**src/rtl/flash_port_arbiter.sv**
```systemverilog
// Two-port (instruction fetch / data load) arbiter in front of a shared SPI flash
// reader, with round-robin tie-break, abort on request drop and transaction timeout.
module flash_port_arbiter #(
  parameter int unsigned TIMEOUT_CYCLES = 4096,
  parameter int unsigned TW             = 13,
  localparam int unsigned XLEN          = 32
) (
  input  logic            clk_i,
  input  logic            arstn_i,
  input  logic            i_req_i,
  input  logic [XLEN-1:0] i_addr_i,
  output logic            i_rvalid_o,
  output logic [XLEN-1:0] i_rdata_o,
  output logic            i_err_o,
  input  logic            d_req_i,
  input  logic [XLEN-1:0] d_addr_i,
  output logic            d_rvalid_o,
  output logic [XLEN-1:0] d_rdata_o,
  output logic            d_err_o,
  output logic            mem_req_o,
  output logic [XLEN-1:0] mem_addr_o,
  input  logic            mem_rvalid_i,
  input  logic [XLEN-1:0] mem_rdata_i,
  output logic            busy_o
);

  typedef enum logic [1:0] {IDLE, BUSY, GAP} state_e;

  localparam logic [TW-1:0] LAST_CNT = TW'(TIMEOUT_CYCLES - 1);

  state_e          state_q, state_d;
  logic            gnt_d_q;
  logic [XLEN-1:0] addr_q;
  logic [TW-1:0]   cnt_q;

  logic            pick_d;
  logic            req_gnt;
  logic            grant;
  logic            resp_ok;
  logic            resp_to;

  // gnt_d_q doubles as the round-robin pointer: the current grant is also the last one issued
  assign pick_d  = d_req_i & (~i_req_i | ~gnt_d_q);
  assign req_gnt = gnt_d_q ? d_req_i : i_req_i;

  always_comb begin
    state_d = state_q;
    grant   = 1'b0;
    resp_ok = 1'b0;
    resp_to = 1'b0;
    case (state_q)
      IDLE: begin
        if (i_req_i || d_req_i) begin
          grant   = 1'b1;
          state_d = BUSY;
        end
      end
      BUSY: begin
        if (mem_rvalid_i) begin
          resp_ok = 1'b1;
          state_d = GAP;
        end else if (!req_gnt) begin
          state_d = GAP;
        end else if (cnt_q == LAST_CNT) begin
          resp_to = 1'b1;
          state_d = GAP;
        end
      end
      GAP:     state_d = IDLE;
      default: state_d = IDLE;
    endcase
  end

  always_ff @(posedge clk_i or negedge arstn_i) begin
    if (!arstn_i) state_q <= IDLE;
    else          state_q <= state_d;
  end

  always_ff @(posedge clk_i or negedge arstn_i) begin
    if (!arstn_i) begin
      gnt_d_q    <= 1'b1;
      addr_q     <= '0;
      cnt_q      <= '0;
      i_rvalid_o <= 1'b0;
      i_err_o    <= 1'b0;
      i_rdata_o  <= '0;
      d_rvalid_o <= 1'b0;
      d_err_o    <= 1'b0;
      d_rdata_o  <= '0;
    end else begin
      if (grant) begin
        gnt_d_q <= pick_d;
        addr_q  <= pick_d ? d_addr_i : i_addr_i;
        cnt_q   <= '0;
      end else if (state_q == BUSY) begin
        cnt_q <= cnt_q + TW'(1);
      end
      i_rvalid_o <= (resp_ok | resp_to) & ~gnt_d_q;
      i_err_o    <= resp_to & ~gnt_d_q;
      d_rvalid_o <= (resp_ok | resp_to) & gnt_d_q;
      d_err_o    <= resp_to & gnt_d_q;
      if ((resp_ok || resp_to) && !gnt_d_q) i_rdata_o <= resp_ok ? mem_rdata_i : '0;
      if ((resp_ok || resp_to) && gnt_d_q)  d_rdata_o <= resp_ok ? mem_rdata_i : '0;
    end
  end

  assign mem_req_o  = (state_q == BUSY);
  assign mem_addr_o = mem_req_o ? addr_q : '0;
  assign busy_o     = (state_q != IDLE);

endmodule

```
**config.mk**
```make
export PLATFORM = sky130hd
export DESIGN_NAME = flash_port_arbiter
export DESIGN_NICKNAME = d
export VERILOG_FILES = /design/src/rtl/flash_port_arbiter.sv
export SDC_FILE = /design/constraint.sdc
export NUM_CORES = 1
export LEC_CHECK = 0
export CORE_AREA = 2 2 138 99
export DETAILED_ROUTE_END_ITERATION = 8
export DIE_AREA = 0 0 140 101
export GPL_ROUTABILITY_DRIVEN = 1
export PLACE_DENSITY = 0.82
export SYNTH_ARGS = -nofsm -noshare
export SYNTH_HDL_FRONTEND = slang
export SYNTH_SLANG_ARGS = --single-unit
```
**constraint.sdc**
```tcl
create_clock -name clk_i -period 2 [get_ports clk_i]
set_input_delay 0.4 -clock clk_i [delete_from_list [all_inputs] [get_ports clk_i]]
set_output_delay 0.4 -clock clk_i [all_outputs]
set_load 0.005 [all_outputs]
```
==> results.toml <==
[min_path]
timing.hold.worst.start = "addr_q[11]"
worst_hold_path_type = "flip-flop to flip-flop"
holdPathEnd = "addr_q[11]"
hold-path-cell-count = 2

[place]
placement.io_buffers = 202
pre_cts_ws_ns = 0.02691
place.gp.congestion = 0.8408
postPlaceCellArea_um2 = 8133
dpl.hpwl_um = 10780

[route]
first_iter_violations = 344
postRouteWirelength_um = 16550
route.vias.total = 5367
drt_first_pass_iters = 9
wl_per_cell_um = 16.07
drcViolationCount = 8
drtAntennaViolNets = 0
drt-vias-per-instance = 5.211

[synthesis]
ys_top_cells_by_area = "sky130_fd_sc_hd__dfrtp_1 (50%), sky130_fd_sc_hd__o21ai_0 (12%), sky130_fd_sc_hd__nand2_1 (8.3%)"
mean_instance_size_in_the_synthesized_netlist_um2 = 8.945
synth.cell_area_um2 = 5806
yosys_most_used_dff = "sky130_fd_sc_hd__dfrtp_1"
synthesis.nets = 751
netlist.top_cell.by_area = "sky130_fd_sc_hd__dfrtp_1"
synth_cells = 649
synth_edf_count = 0
share_of_flip_flops_with_an_asynchronous_set_or_reset = 1.000
synth.top_cell.area_share = 0.4957
yosys_register_bits = 116
yosysSeqAreaShare = 0.5002
ys_warn_count = 0
synth_cell_type_count = 37

[clock_network]
cts.reportedPaths.clkPinSlew_ns = 0.05
cts_root_buffer = "sky130_fd_sc_hd__clkbuf_16"
clock_latency_ns = 0.40
htreeDepth = 4
numCtsBuffers = 17
ctsLongestPathBuffers = 2
clock_tree_from_tritoncts = "yes"
cts.sinks = 116

[power]
powerDensity_nw_per_um2 = 1412
vdd_drop_max_mv = 0.8273
total_leakage_power_nw = 4.011

[worst_setup_path]
cp-startpoint = "state_q[0]"
timing.rr.start = "cnt_q[0]"
crit-reg2reg-capture = "d_rdata_o[3]"
critical_path_peak_fanout = 7
required_ns = 1.60
critical_path_class = "flip-flop to output port"
critical_path_arrival_ns = 1.58
setup_crit_end_kind = "output port"
flop_to_flop_setup_slack_ns = 0.09
worst_r2r_path_depth = 7
timing.critical_path.from_type = "flip-flop"

[floorplan]
height_of_the_die_um = 101
std_cell_rows = 35
die_w_um = 140
floorplan.core_area_um2 = 12920
initial_utilization = 0.4494
io_pins = 203
die-area_um2 = 14140

[sta]
min_period_ns = 1.977
hold_violations = 0
fin_crit_sh = 0.9887
max_slew.worst_pin.slew_ns = 0.5112
final.setup.tns_ns = 0
final_skew_ns = 0.01202
setup_ws_ns = 0.02252
setup_viol_count_final = 0
max_clock_freq_ghz = 0.5057
slew_headroom = 0.6592
grt_setup_unrepaired = "true"
maxSlewViolCount = 0

[finish]
layout-drive-gt1-share = 0.1169
n_fill_cell = 990
layout_stage_area_growth_over_the_synthesis_result_pct = 53.62
final_net_count = 955
antenna_cells_inserted = 0
layout.cell_area.non_filler_um2 = 8919

[global_route]
number_of_global_route_vias_before_repair = 5050
antenna_violations_before_repair = 0
grt.total_usage = 0.2295
maximum_number_of_pins_on_one_net_before_global_route_repair = 133
first_pass_grt_wire_length_um = 25730
globalRoute.totalOverflow = 0

[outcome]
status = "finished with violations"
failed_checks = "design-rule violations"

[run]
cap_viol_max_count = 0
metrics by stage:
| step | util | power [mW] | hold slack, ns | instances |
|---|---|---|---|---|
| floorplan | - | 6.490 | 0.1044 | 649 |
| global placement | 0.6295 | 9.041 | 0.3621 | 988 |
| detailed placement | 0.6295 | 9.226 | 0.3612 | 988 |
| CTS | 0.6886 | 12.70 | 0.4745 | 1026 |
| global route | 0.6904 | 13.48 | 0.4942 | 1030 |
| finish | 0.6904 | 12.59 | 0.4666 | 1030 |
final cells by class:
type / count / area, um2 / area share
clock inverter: 8 / 123.9 / 0.01389
sequential: 116 / 2908 / 0.3260
tap: 166 / 207.7 / 0.02329
inverter: 26 / 100.1 / 0.01122
timing repair buffer: 236 / 2470 / 0.2769
multi-input combinational: 456 / 2615 / 0.2932
clock buffer: 22 / 494.2 / 0.05542
where the power goes:
part	switching, mW	internal, mW	total (mW)
Combinational	2.55	2.98	5.53
Sequential	0.669	3.26	3.93
Clock	1.03	2.11	3.13
Total	4.25	8.34	12.6
sequential cells by signal, indices dropped and copies added (netlist names):
signal / flops
d_rvalid_o: 1
state_q: 2
i_err_o: 1
i_rvalid_o: 1
gnt_d_q: 1
cnt_q: 13
d_err_o: 1
i_rdata_o: 32
d_rdata_o: 32
addr_q: 32
Yosys cell counts (2+ instances only):
| cell | instances |
|---|---|
| sky130_fd_sc_hd__o21ai_0 | 136 |
| sky130_fd_sc_hd__nand2_1 | 128 |
| sky130_fd_sc_hd__dfrtp_1 | 115 |
| sky130_fd_sc_hd__clkbuf_1 | 37 |
| sky130_fd_sc_hd__and2_1 | 35 |
| sky130_fd_sc_hd__mux2i_1 | 34 |
| sky130_fd_sc_hd__inv_1 | 26 |
| sky130_fd_sc_hd__o31a_1 | 23 |
| sky130_fd_sc_hd__o21ai_1 | 14 |
| sky130_fd_sc_hd__a21oi_1 | 13 |
| sky130_fd_sc_hd__a31oi_1 | 11 |
| sky130_fd_sc_hd__nor2b_1 | 9 |
| sky130_fd_sc_hd__nor3b_1 | 9 |
| sky130_fd_sc_hd__nor2_1 | 8 |
| sky130_fd_sc_hd__buf_6 | 5 |
| sky130_fd_sc_hd__nand3_1 | 5 |
| sky130_fd_sc_hd__buf_4 | 4 |
| sky130_fd_sc_hd__o31ai_1 | 4 |
| sky130_fd_sc_hd__xor2_1 | 4 |
| sky130_fd_sc_hd__nand4_1 | 3 |
| sky130_fd_sc_hd__o211ai_1 | 3 |
| sky130_fd_sc_hd__and3_1 | 2 |
| sky130_fd_sc_hd__and4_1 | 2 |
| sky130_fd_sc_hd__buf_1 | 2 |
| sky130_fd_sc_hd__buf_2 | 2 |
| sky130_fd_sc_hd__nand2b_1 | 2 |
| sky130_fd_sc_hd__nand3b_1 | 2 |
| sky130_fd_sc_hd__nor3_1 | 2 |
kinds of logic (layout without fill, tap and decap cells):
kind of cell	count (synthesis)	after routing	synth area share
AOI/OAI and AO/OA	206	206	0.1987
adders and majority gates	1	1	0.002155
muxes	34	34	0.05862
buffers and inverters	77	292	0.05948
xor gates and xnor gates	4	4	0.006034
DFF	116	116	0.5002
and+or+nand+nor	211	211	0.1748
layer usage:
metal,up-vias,global-route usage,routed length (um),share of wire
met1,2531,0.3212,7644,0.46
li1,2632,-,-,-
met4,0,0.07148,183,0.011
met5,-,0,0,0
met2,188,0.3543,7650,0.46
met3,16,0.05843,1076,0.065
critical path, stage by stage, from the launching register on:
cell and delay [ns]:
sky130_fd_sc_hd__dfrtp_1 0.41, sky130_fd_sc_hd__nand2b_4 0.09, sky130_fd_sc_hd__inv_4 0.05, sky130_fd_sc_hd__buf_12 0.13
sky130_fd_sc_hd__buf_16 0.14, sky130_fd_sc_hd__buf_8 0.11, sky130_fd_sc_hd__and2_4 0.15, sky130_fd_sc_hd__buf_6 0.11
worst max path at each step:
| stage | to | cells past startpoint |
|---|---|---|
| after floorplan | d_rdata_o[21] | 7 |
| after global placement | d_rdata_o[15] | 5 |
| after detailed placement | i_rdata_o[16] | 5 |
| after CTS | mem_addr_o[5] | 7 |
| after global routing | mem_addr_o[8] | 7 |
| final | mem_addr_o[8] | 7 |
layout by cell type (no fill, tap or decap), types with 5 or more instances in the layout:
cell	count
sky130_fd_sc_hd__nand2_1	128
sky130_fd_sc_hd__clkbuf_2	14
sky130_fd_sc_hd__dfrtp_1	115
sky130_fd_sc_hd__nor3b_1	9
sky130_fd_sc_hd__o21ai_1	13
sky130_fd_sc_hd__inv_1	25
sky130_fd_sc_hd__and2_1	31
sky130_fd_sc_hd__nor2_1	8
sky130_fd_sc_hd__o21ai_0	136
sky130_fd_sc_hd__a21oi_1	13
sky130_fd_sc_hd__clkdlybuf4s15_1	10
sky130_fd_sc_hd__nor2b_1	9
sky130_fd_sc_hd__o31a_1	23
sky130_fd_sc_hd__a31oi_1	11
sky130_fd_sc_hd__clkdlybuf4s50_1	167
sky130_fd_sc_hd__mux2i_1	34
sky130_fd_sc_hd__clkbuf_16	19
sky130_fd_sc_hd__clkbuf_8	5
sky130_fd_sc_hd__buf_4	14
sky130_fd_sc_hd__buf_12	14
repair_timing:
| item | 4_1_cts | 5_1_grt |
|---|---|---|
| hold endpoints to repair | 24 | 0 |
| gates cloned | 2 | 2 |
| buffers inserted | 5 | 3 |
| pin swaps | 1 | 1 |
| hold buffers | 1 | 0 |
| endpoints found under the setup margin | 35 | 37 |
| resized for setup | 90 | 20 |
(Power assumes the default switching activity.)
==> edit 1 (same flow settings) <==
Change the parameter `TW` from 13 to 12.
--- a/src/rtl/flash_port_arbiter.sv
+++ b/src/rtl/flash_port_arbiter.sv
@@ -4,3 +4,3 @@
   parameter int unsigned TIMEOUT_CYCLES = 4096,
-  parameter int unsigned TW             = 13,
+  parameter int unsigned TW             = 12,
   localparam int unsigned XLEN          = 32
Check against the original RTL: no difference found for any inputs over 10 cycles, from zero or initial values and one cycle with arstn_i low; that may be too few to reach the edited logic, so the function may still have changed.
==> edit 1 against the original RTL <==
  * The run still ends with DRC left
  * Sequential share of layout area grew 0.98 points
  * Via count fell by 3.6%
  * Sequential cell count shrank 1
  * Count of clock-buffer cells in the layout is 4 lower
  * Synthesized cell count is 5.4% lower
  * Final area down 3.8%
  * Area after synthesis shrank 2.7%
  * Setup slack got worse by 0.0061 ns
  * Power is 1.8% lower
  * Wire length decreased by 4.5%
  * Critical path type unchanged
  * Critical endpoint is now mem_addr_o[25]
  * Largest power group unchanged
==> edit 1: results <==
set metrics [dict create \
    avgSynthCellArea_um2 9.20 \
    wirelength_um 15800 \
    p_leak_nw 3.87 \
    synthMostInstantiatedCell "dfrtp_1" \
    htree_num_levels 4 \
    crit_end "mem_addr_o[25]" \
    layout-drive-gt1-share_pct 11.5 \
    drt_first_pass_iters 8 \
    nNetsFinal 916 \
    cp_max_fo 16 \
    max_slew.worst_pin.slew_ns 0.521 \
    reg2reg_to "i_rdata_o[29]$_DFFE_PN0P_" \
    place_area_mm2 0.00795 \
    ys_top_cells_by_count "dfrtp_1, nand2_1, o21ai_0" \
    fin_skew_ns 0.00826 \
    ys_seq_area_share_pct 51.0 \
    dp_hpwl_um 10800 \
    powerDensity_mw_per_mm2 1440 \
    syn-num-nets 716 \
    synthTopCellsByArea "dfrtp_1, o21ai_0, a21o_1, nand2_1, mux2i_1" \
    status "complete, but fails checks" \
    violations "DRC" \
    ir_worst_vdd_mv 0.719 \
    cts_buffer_depth 2 \
    antenna_found_initial 0 \
    fill_cells 980 \
    grt_usage_pct 22.9 \
    drtIter0Drc 387 \
    portBuffers 202 \
    r2r_cells 8 \
    grt_pass1_wl_um 25600 \
    critPathLaunch "state_q[1]$_DFFE_PN0P_" \
    ff2ff_setup_slack_ns 0.12 \
    remaining_drc_errors 9 \
    first_global_vias 5242 \
    wl_per_cell_um 15.9 \
    dp.cells 954 \
    routabilityCongestion 0.829 \
    via_per_inst 5.22 \
    grt_max_degree 136 \
    synth.distinct_cells 40 \
    top_regs "addr_q x32, d_rdata_o x32, i_rdata_o x32" \
]
[edit 1: worst min-delay path by stage]
stage / from / endpoint / slack (ns) / cells past startpoint
2_1_floorplan: arstn_i / addr_q[0]$_DFFE_PN0P_ / 0.10 / 0
3_3_place_gp: arstn_i / d_rdata_o[17]$_DFFE_PN0P_ / 0.41 / 1
3_5_place_dp: arstn_i / d_rdata_o[16]$_DFFE_PN0P_ / 0.41 / 1
4_1_cts: addr_q[24]$_DFFE_PN0P_ / addr_q[24]$_DFFE_PN0P_ / 0.48 / 2
5_1_grt: addr_q[10]$_DFFE_PN0P_ / addr_q[10]$_DFFE_PN0P_ / 0.51 / 2
6_report: addr_q[1]$_DFFE_PN0P_ / addr_q[1]$_DFFE_PN0P_ / 0.47 / 2
[edit 1: power by group]
group          leakage, nW  internal, mW  switching (mW)
registers             1.27          3.26           0.672
clock network        0.288          2.08            1.07
logic                 2.31          2.79            2.50
[edit 1: cell families after synthesis]
kind of cell | synth area share (%)
AO/OA/AOI/OAI | 19.5
flip-flops | 51.0
XOR/XNOR | 0.620
multiplexers | 6.03
buffers and inverters | 6.25
adder cells (fa/ha/maj) | 0.221
AND/OR/NAND/NOR | 16.4
[edit 1: area by class of cell]
| class | count | share of cell area, % |
|---|---|---|
| flip-flops and latches | 115 | 33.6 |
| multi-input cells | 417 | 28.7 |
| clock inverters | 13 | 2.17 |
| clock buffers | 18 | 5.00 |
| inverters | 37 | 1.68 |
| repair buffers | 226 | 26.4 |
| well taps | 166 | 2.42 |
[edit 1: metrics by stage]
stage                     power (mW)  worst slack [ns]  hold WS (ns)
after floorplan                 6.43             0.306         0.104
after global placement          8.84            0.0882         0.410
after detailed placement        9.15            0.0562         0.413
after CTS                       12.5           -0.0232         0.476
after global routing            13.2           -0.0372         0.510
final                           12.4            0.0164         0.473
[edit 1: repair_timing]
action                     in CTS  in global routing
hold buffers                    1                  0
cloned                          2                  0
gates resized for setup       110                  5
setup endpoints to repair      33                 33
hold endpoints to repair       37                  0
buffers inserted                4                  2
[edit 1: critical path: stages, from the launching register on]
cell	delay [ns]
dfrtp_1	0.39
nand2b_4	0.17
inv_6	0.09
buf_8	0.16
and2_4	0.16
clkdlybuf4s15_2	0.20
[edit 1: per-layer routing]
metal	vias to the layer above	routed length, µm	share of wire [%]	track usage [%]
li1	2472	-	-	-
met1	2516	6520	41	26.8
met2	165	7990	50	40.0
met3	22	1110	7.0	7.17
met4	0	204	1.3	8.94
met5	-	0	0	0
==> edit 2 (same settings) <==
Made on the original files. Remove the register `i_err_o`: a continuous assignment takes its place, so the output `i_err_o` follows one clock earlier.
--- a/src/rtl/flash_port_arbiter.sv
+++ b/src/rtl/flash_port_arbiter.sv
@@ -84,3 +84,2 @@
       i_rvalid_o <= 1'b0;
-      i_err_o    <= 1'b0;
       i_rdata_o  <= '0;
@@ -98,3 +97,2 @@
       i_rvalid_o <= (resp_ok | resp_to) & ~gnt_d_q;
-      i_err_o    <= resp_to & ~gnt_d_q;
       d_rvalid_o <= (resp_ok | resp_to) & gnt_d_q;
@@ -106,2 +104,4 @@
 
+  assign i_err_o = resp_to & ~gnt_d_q;
+
   assign mem_req_o  = (state_q == BUSY);
Function: no difference found for any inputs over 10 cycles, from zero or initial values and one cycle with arstn_i low; that may be too few to reach the edited logic, so the function may still have changed.
==> edit 2 against the original RTL <==
  * The run ends with DRC, setup timing left
  * Critical path depth shrank 2
  * Sequential cell count shrank 1
  * Wire length grew 34%
  * Hold slack gained 0.017 ns
  * Synthesized cell count grew 11%
  * Power shrank 0.41%
  * Final area grew 12%
  * Area after synthesis grew 14%
  * Setup slack lost 0.18 ns
  * Cell count grew 7.9%
  * Via count grew 28%
  * Largest power group unchanged
==> edit 2: results <==
set metrics [dict create \
    cts-resized-gates 174 \
    status "complete, but fails checks" \
    dpl_worst_slack_ns -0.500 \
    remaining_drc_errors 9 \
    ys_seq_area_share_pct 43.4 \
    wl_met2_um 11100 \
    antennaDiodeCount 0 \
    grt_pass1_wl_um 34900 \
    crit_end "i_err_o" \
    reg2reg_to "d_rdata_o[12]$_DFFE_PN0P_" \
    wl_per_cell_um 20.0 \
    synthTopCellsByArea "dfrtp_1, o211ai_1, and2_1, mux2i_1, nand2_1" \
    fin_skew_ns 0.0116 \
    htree_num_levels 4 \
    place_area_mm2 0.00908 \
    clock_power_share_pct 23.7 \
    p_comb_share_pct 50.9 \
    cpPeakStageDelay_ns 0.57 \
    dp_hpwl_um 13600 \
    worstPathArrival_ns 1.76 \
    wl_met3_um 1550 \
    ys_top_cells_by_count "o211ai_1, dfrtp_1, nand2_1" \
    r2r_cells 6 \
    cts_setup_buffers 11 \
    power.internal_mw 7.94 \
    fin_ws_ns -0.159 \
    rr_startpoint "gnt_d_q$_DFFE_PN1P_" \
    ir_worst_vdd_mv 0.769 \
    hold_class "in -> async" \
    grt_usage_pct 31.1 \
    critPathLaunch "d_req_i" \
    avgSynthCellArea_um2 9.18 \
    nNetsFinal 1037 \
    synth-compound-area-share_pct 29.1 \
    synth-xor-area-share_pct 0.132 \
    powerSeq_mw 3.19 \
    via_count 6883 \
    cts_buffer_depth 2 \
    synthAdderAreaFrac_pct 0.189 \
    max_slew.worst_pin.slew_ns 0.535 \
    layout-drive-gt1-share_pct 18.3 \
    drtIter0Drc 444 \
    crit_slowest_cell "clkdlybuf4s50_1" \
    routabilityCongestion 0.896 \
    ff2ff_setup_slack_ns -0.07 \
    fill_cells 831 \
    synthMuxAreaShare_pct 6.04 \
    synth.distinct_cells 40 \
    finalSetupTns_ns -1.03 \
    final_cells 1111 \
    synth-async-reset-ratio_pct 100 \
    grt_max_degree 67 \
    p_leak_nw 4.23 \
    drt_first_pass_iters 7 \
    setup_viol 11 \
    cp_max_fo 2 \
    syn-num-nets 824 \
    wl_met1_um 9100 \
    violations "DRC, setup timing" \
]
[edit 2: changes by cell type after synthesis, sizes merged, moves of 9 or more]
cell     before  now
a21oi        13    4
a2bb2oi       0   33
a31oi        11   34
and2         35   64
buf          13   38
inv          26    8
nand2       128  102
nor2b         9    0
nor3b        10    0
o211ai        3  128
o21ai       150   77
o31a         23    1
[edit 2: cells by family (layout without fill, tap and decap cells)]
group,Yosys count,after routing
AO/OA/AOI/OAI,283,283
XOR/XNOR,1,1
adder cells (fa/ha/maj),1,1
buffers and inverters,85,308
flip-flops,115,115
multiplexers,40,40
AND/OR/NAND/NOR,197,197
[edit 2: worst min path at each step]
| stage | start | slack, ns | endpoint |
|---|---|---|---|
| floorplan | arstn_i | 0.10 | addr_q[0]$_DFFE_PN0P_ |
| global placement | arstn_i | 0.36 | addr_q[6]$_DFFE_PN0P_ |
| detailed placement | arstn_i | 0.37 | addr_q[10]$_DFFE_PN0P_ |
| CTS | arstn_i | 0.49 | addr_q[10]$_DFFE_PN0P_ |
| global route | arstn_i | 0.53 | addr_q[9]$_DFFE_PN0P_ |
| finish | arstn_i | 0.48 | addr_q[2]$_DFFE_PN0P_ |
[edit 2: area by class of cell]
cell class / count / area (µm²) / share of cell area, %
timing repair buffer: 271 / 2820 / 28.3
inverter: 8 / 42.5 / 0.426
multi-input combinational: 522 / 3460 / 34.7
sequential: 115 / 2880 / 28.8
clock buffer: 20 / 467 / 4.67
clock inverter: 9 / 108 / 1.08
tap: 166 / 208 / 2.08
[edit 2: per-layer routing]
metal	up-vias	global-route usage, %
met4	0	11.5
met3	33	6.18
met5	-	0
li1	3105	-
met1	3402	40.2
met2	343	52.6
